<file path="config.mk">
export PLATFORM = sky130hd
export DESIGN_NAME = fetch_unit
export DESIGN_NICKNAME = d
export VERILOG_FILES = /design/src/rtl/fetch_unit.sv
export SDC_FILE = /design/constraint.sdc
export NUM_CORES = 1
export LEC_CHECK = 0
export CAP_MARGIN = 25
export CORE_MARGIN = 4
export CORE_UTILIZATION = 50
export CTS_BUF_LIST = sky130_fd_sc_hd__clkbuf_4
export CTS_CLUSTER_SIZE = 12
export DETAILED_ROUTE_END_ITERATION = 10
export HOLD_SLACK_MARGIN = 0.08
export PLACE_DENSITY = 0.89
export SKIP_CTS_REPAIR_TIMING = 1
export SYNTH_ARGS = -nofsm -noshare
export SYNTH_HDL_FRONTEND = slang
export SYNTH_SLANG_ARGS = --single-unit
</file>
<file path="constraint.sdc">
create_clock -name clk -period 7 [get_ports clk]
set_input_delay 1.05 -clock clk [delete_from_list [all_inputs] [get_ports clk]]
set_output_delay 1.05 -clock clk [all_outputs]
set_load 0.1 [all_outputs]
</file>
<file path="src/rtl/fetch_unit.sv">
// Instruction fetch FSM: requests a word at PC, holds it for decode, then redirects the PC (jump / taken BEQ / +4) on consume.
// One cycle from imem_ack to instr_valid; the held instruction waits indefinitely for instr_ready, giving at best one instruction per 2 cycles.
module fetch_unit #(
    parameter logic [31:0] RESET_PC = 32'h0000_0000
) (
    input  logic        clk,
    input  logic        rst_n,
    output logic        imem_req,
    output logic [31:0] imem_addr,
    input  logic        imem_ack,
    input  logic [31:0] imem_rdata,
    output logic [31:0] instr,
    output logic [5:0]  opcode,
    output logic        instr_valid,
    input  logic        instr_ready,
    input  logic        jump,
    input  logic        branch,
    input  logic        zero,
    output logic [31:0] pc_plus4,
    output logic [31:0] retired
);

    typedef enum logic [1:0] {
        IDLE  = 2'd0,
        FETCH = 2'd1,
        HOLD  = 2'd2
    } state_t;

    state_t      state_q, state_d;
    logic [31:0] pc_q, pc_d;
    logic [31:0] instr_q, instr_d;
    logic [31:0] retired_q, retired_d;
    logic [31:0] pc_plus4_w;
    logic [31:0] br_off_w;
    logic [31:0] next_pc_w;

    assign pc_plus4_w = pc_q + 32'd4;
    // Word offset sign-extended and scaled to bytes; wraps naturally modulo 2^32.
    assign br_off_w   = {{14{instr_q[15]}}, instr_q[15:0], 2'b00};

    always_comb begin
        next_pc_w = pc_plus4_w;
        if (jump) begin
            next_pc_w = {pc_plus4_w[31:28], instr_q[25:0], 2'b00};
        end else if (branch && zero) begin
            next_pc_w = pc_plus4_w + br_off_w;
        end
    end

    always_comb begin
        state_d   = state_q;
        pc_d      = pc_q;
        instr_d   = instr_q;
        retired_d = retired_q;
        case (state_q)
            IDLE: state_d = FETCH;
            FETCH: begin
                if (imem_ack) begin
                    instr_d = imem_rdata;
                    state_d = HOLD;
                end
            end
            HOLD: begin
                if (instr_ready) begin
                    pc_d      = next_pc_w;
                    retired_d = retired_q + 32'd1;
                    state_d   = FETCH;
                end
            end
            default: state_d = IDLE;
        endcase
    end

    always_ff @(posedge clk or negedge rst_n) begin
        if (!rst_n) begin
            state_q   <= IDLE;
            pc_q      <= RESET_PC;
            instr_q   <= 32'd0;
            retired_q <= 32'd0;
        end else begin
            state_q   <= state_d;
            pc_q      <= pc_d;
            instr_q   <= instr_d;
            retired_q <= retired_d;
        end
    end

    assign imem_req    = (state_q == FETCH);
    assign instr_valid = (state_q == HOLD);
    assign imem_addr   = pc_q;
    assign instr       = instr_q;
    assign opcode      = instr_q[31:26];
    assign pc_plus4    = pc_plus4_w;
    assign retired     = retired_q;

endmodule
</file>
==> impl_metrics.toml <==
[critical_path]
cpLargestDelayFamily = "simple AND/OR/NAND/NOR gates"
crit_path_start_kind = "register"
path_cells = "ha_1, nand4_1, nor2_1, nand4_1, nor2_1, nand3_1, xnor2_1, clkdlybuf4s50_1"
reg2reg_slack_ps = 3010
cp-end-kind = "output port"
r2r_end = "imem_addr[25]$_DFFE_PN0P_"
crit_arrival_ps = 3830
critical_path_class = "register to output port"
rr_startpoint = "imem_addr[2]$_DFFE_PN0P_"
worst_path_max_delay_cell = "clkdlybuf4s50_1"
worstSetupEndpoint = "pc_plus4[30]"
crit_buf_inv = 1
worstPathMaxFanout = 7
crit_start = "imem_addr[2]$_DFFE_PN0P_"
cp.depth = 8
worstRegToRegCells = 15
required_ps = 5950
critPathMaxStageDelay_ps = 1180

[sta]
setup_viol = 0
hold_violations = 0
finalCriticalPeriod_ps = 4880
skew_ps = 23.7
worst_pin_slew_ps = 1060
tns_ps = 0
slew_headroom_pct = 28.9
grt_setup_unrepaired = "no"
fmax_mhz = 205
period_share_pct = 69.7
slew_viol_final = 0

[die]
num_rows = 41
fp.dieW_um = 122
dieArea_um2 = 15000
coreArea_um2 = 12700
die_h_um = 122
io_pins = 175
start_util_pct = 51.5

[logic_synthesis]
yosys_warnings = 0
ys_async_sr_fraction_pct = 100
synth_compound_area_share_pct = 16.0
synth_fa_ha_area_share_pct = 7.37
ys_seq_area_share_pct = 36.7
synth-simple-area-share_pct = 18.9
synth_mux_area_share_pct = 6.15
ys_ff_latch = 96
synthFlopType = "dfrtp_1"
synth_top_family_by_area = "simple AND/OR/NAND/NOR gates"
syn-instance-count = 709
ys_types = 77
synth_edf_count = 0
postSynthAreaPerCell_um2 = 9.24
synth-xor-area-share_pct = 11.1
synth_area_um2 = 6550

[clocking]
cts_sinks = 96
cts_made_buffers = 9
path_clk_slew_ps = 170
cts_tree = "built"
insertion_delay_ps = 470
cts_max_level = 3
cts-root-buf = "clkbuf_4"
cts_buffer_depth = 2

[global_route]
antenna_found_initial = 0
grt_first_pass_wirelength_um = 30000
grtUsageTotal_pct = 25.2
grt_overflow = 0
grt_pass1_vias = 5790
grt_max_degree = 61

[finish]
nFillCells = 1048
fin_cells = 1043
multi_input_area_um2 = 3910
ff_latch_area_um2 = 2400
fin_nets = 941
layout-drive-gt1-share_pct = 9.32
syn_to_final_growth_pct = 29.6

[placement]
dp_hpwl_um = 14400
dp_cells = 1025
gp_congestion = 0.969
io_buffers = 170

[detailed_routing]
antenna_left = 0
totalWireLength_um = 18700
wl_per_cell_um = 18.0
drt_iter0_drc = 448
first_pass_iters = 5
vias_per_cell = 5.71
vias = 5954
drc = 0

[min_path]
min_path_type = "register to register"

[run]
max_cap_viol_count = 0

[status]
status = "complete, no violations"
-- registers in the layout, summed over array words and instances (netlist names) --
signal / count
retired: 32
instr: 32
imem_addr: 30
state_q: 2
-- cell families after synthesis --
| logic type | after synthesis |
|---|---|
| DFF | 96 |
| muxes | 36 |
| other | 1 |
| and+or+nand+nor | 250 |
| xor gates and xnor gates | 81 |
| adders and majority gates | 38 |
| buffers and inverters | 51 |
| AOI/OAI and AO/OA | 156 |
-- worst register-to-register path, cell delays in order (launching register included) --
cell and delay (ps):
dfrtp_1 480, ha_1 260, nand4_1 190, nor2_1 370
nand2_1 130, xnor2_1 290, ha_1 330, nand3_1 120
o221a_1 230, o21a_2 220, a311oi_2 130, or3_1 350
a21oi_2 290, o21bai_2 90, xnor2_1 230, o221ai_1 160
-- per-stage QoR --
| step | cell area (µm²) | hold WS, ps | util [%] | setup WS (ps) |
|---|---|---|---|---|
| detailed placement | 8330 | 473 | 65.5 | 2630 |
| finish | 8490 | 495 | 66.7 | 2120 |
| global placement | 8330 | 471 | 65.5 | 2770 |
| global route | 8490 | 521 | 66.7 | 1760 |
| floorplan | 6560 | 477 | - | 1370 |
| CTS | 8490 | 498 | 66.7 | 2100 |
-- per-layer routing --
layer,track usage [%],vias up,routed length (µm)
li1,-,2831,-
met1,34.7,2861,8060
met2,40.1,227,8860
met3,4.10,35,1340
met4,9.59,0,482
met5,0,-,0
-- cells in the mapped netlist, drive strengths merged, types with 3 or more instances --
| cell type | count | share of area, % |
|---|---|---|
| xnor2 | 57 | 7.6 |
| nand2 | 81 | 4.6 |
| nor2b | 3 | 0.29 |
| a21o | 15 | 1.7 |
| a221oi | 3 | 0.50 |
| buf | 14 | 1.6 |
| and3 | 18 | 1.7 |
| o211ai | 11 | 1.3 |
| ha | 37 | 7.1 |
| nand3 | 42 | 3.3 |
| and2 | 6 | 0.57 |
| a21oi | 38 | 3.0 |
| a31oi | 6 | 0.57 |
| o21a | 4 | 0.48 |
| o21bai | 5 | 0.63 |
| mux2 | 34 | 5.8 |
| a211oi | 8 | 0.99 |
| o21ai | 43 | 3.3 |
| clkbuf | 20 | 1.1 |
| nor3 | 10 | 0.94 |
| o31ai | 5 | 0.86 |
| nand2b | 5 | 0.48 |
| dfrtp | 96 | 37 |
| nand4 | 15 | 1.8 |
| inv | 16 | 0.92 |
| or3 | 5 | 0.48 |
| nor2 | 51 | 2.9 |
| nor4 | 3 | 0.38 |
| a22oi | 4 | 0.53 |
| xor2 | 24 | 3.5 |
-- final cells by class --
cell class | count | area share [%]
antenna | 2 | 0.0589
clock buffer | 9 | 0.796
clock inverter | 7 | 1.00
inverter | 16 | 0.707
multi-input combinational | 565 | 46.1
sequential | 96 | 28.3
tap | 172 | 2.53
timing repair buffer | 176 | 20.5
-- placed cells by master (no fill, tap or decap), types with 10 or more instances in the layout --
cell	n
clkdlybuf4s50_1	169
dfrtp_1	96
nand2_1	81
xnor2_1	57
nor2_1	51
nand3_1	41
ha_1	37
a21oi_1	36
o21ai_0	34
mux2_2	33
xor2_1	23
and3_1	18
inv_1	16
a21o_1	14
nand4_1	13
o211ai_1	10
-- how the worst min path moves through the flow --
stage / start / endpoint / slack (ps) / cells after the start
after floorplan: state_q[1]$_DFFE_PN0P_ / state_q[0]$_DFFE_PN0P_ / 480 / 1
after global placement: retired[31]$_DFFE_PN0P_ / retired[31]$_DFFE_PN0P_ / 470 / 1
after detailed placement: retired[31]$_DFFE_PN0P_ / retired[31]$_DFFE_PN0P_ / 470 / 1
after CTS: rst_n / instr[7]$_DFFE_PN0P_ / 500 / 1
after global routing: rst_n / retired[13]$_DFFE_PN0P_ / 520 / 1
final: retired[31]$_DFFE_PN0P_ / retired[31]$_DFFE_PN0P_ / 500 / 1
Power is left out: the tool's default activity adds up to more than one toggle a clock period on the data nets, which glitch-free logic cannot reach.
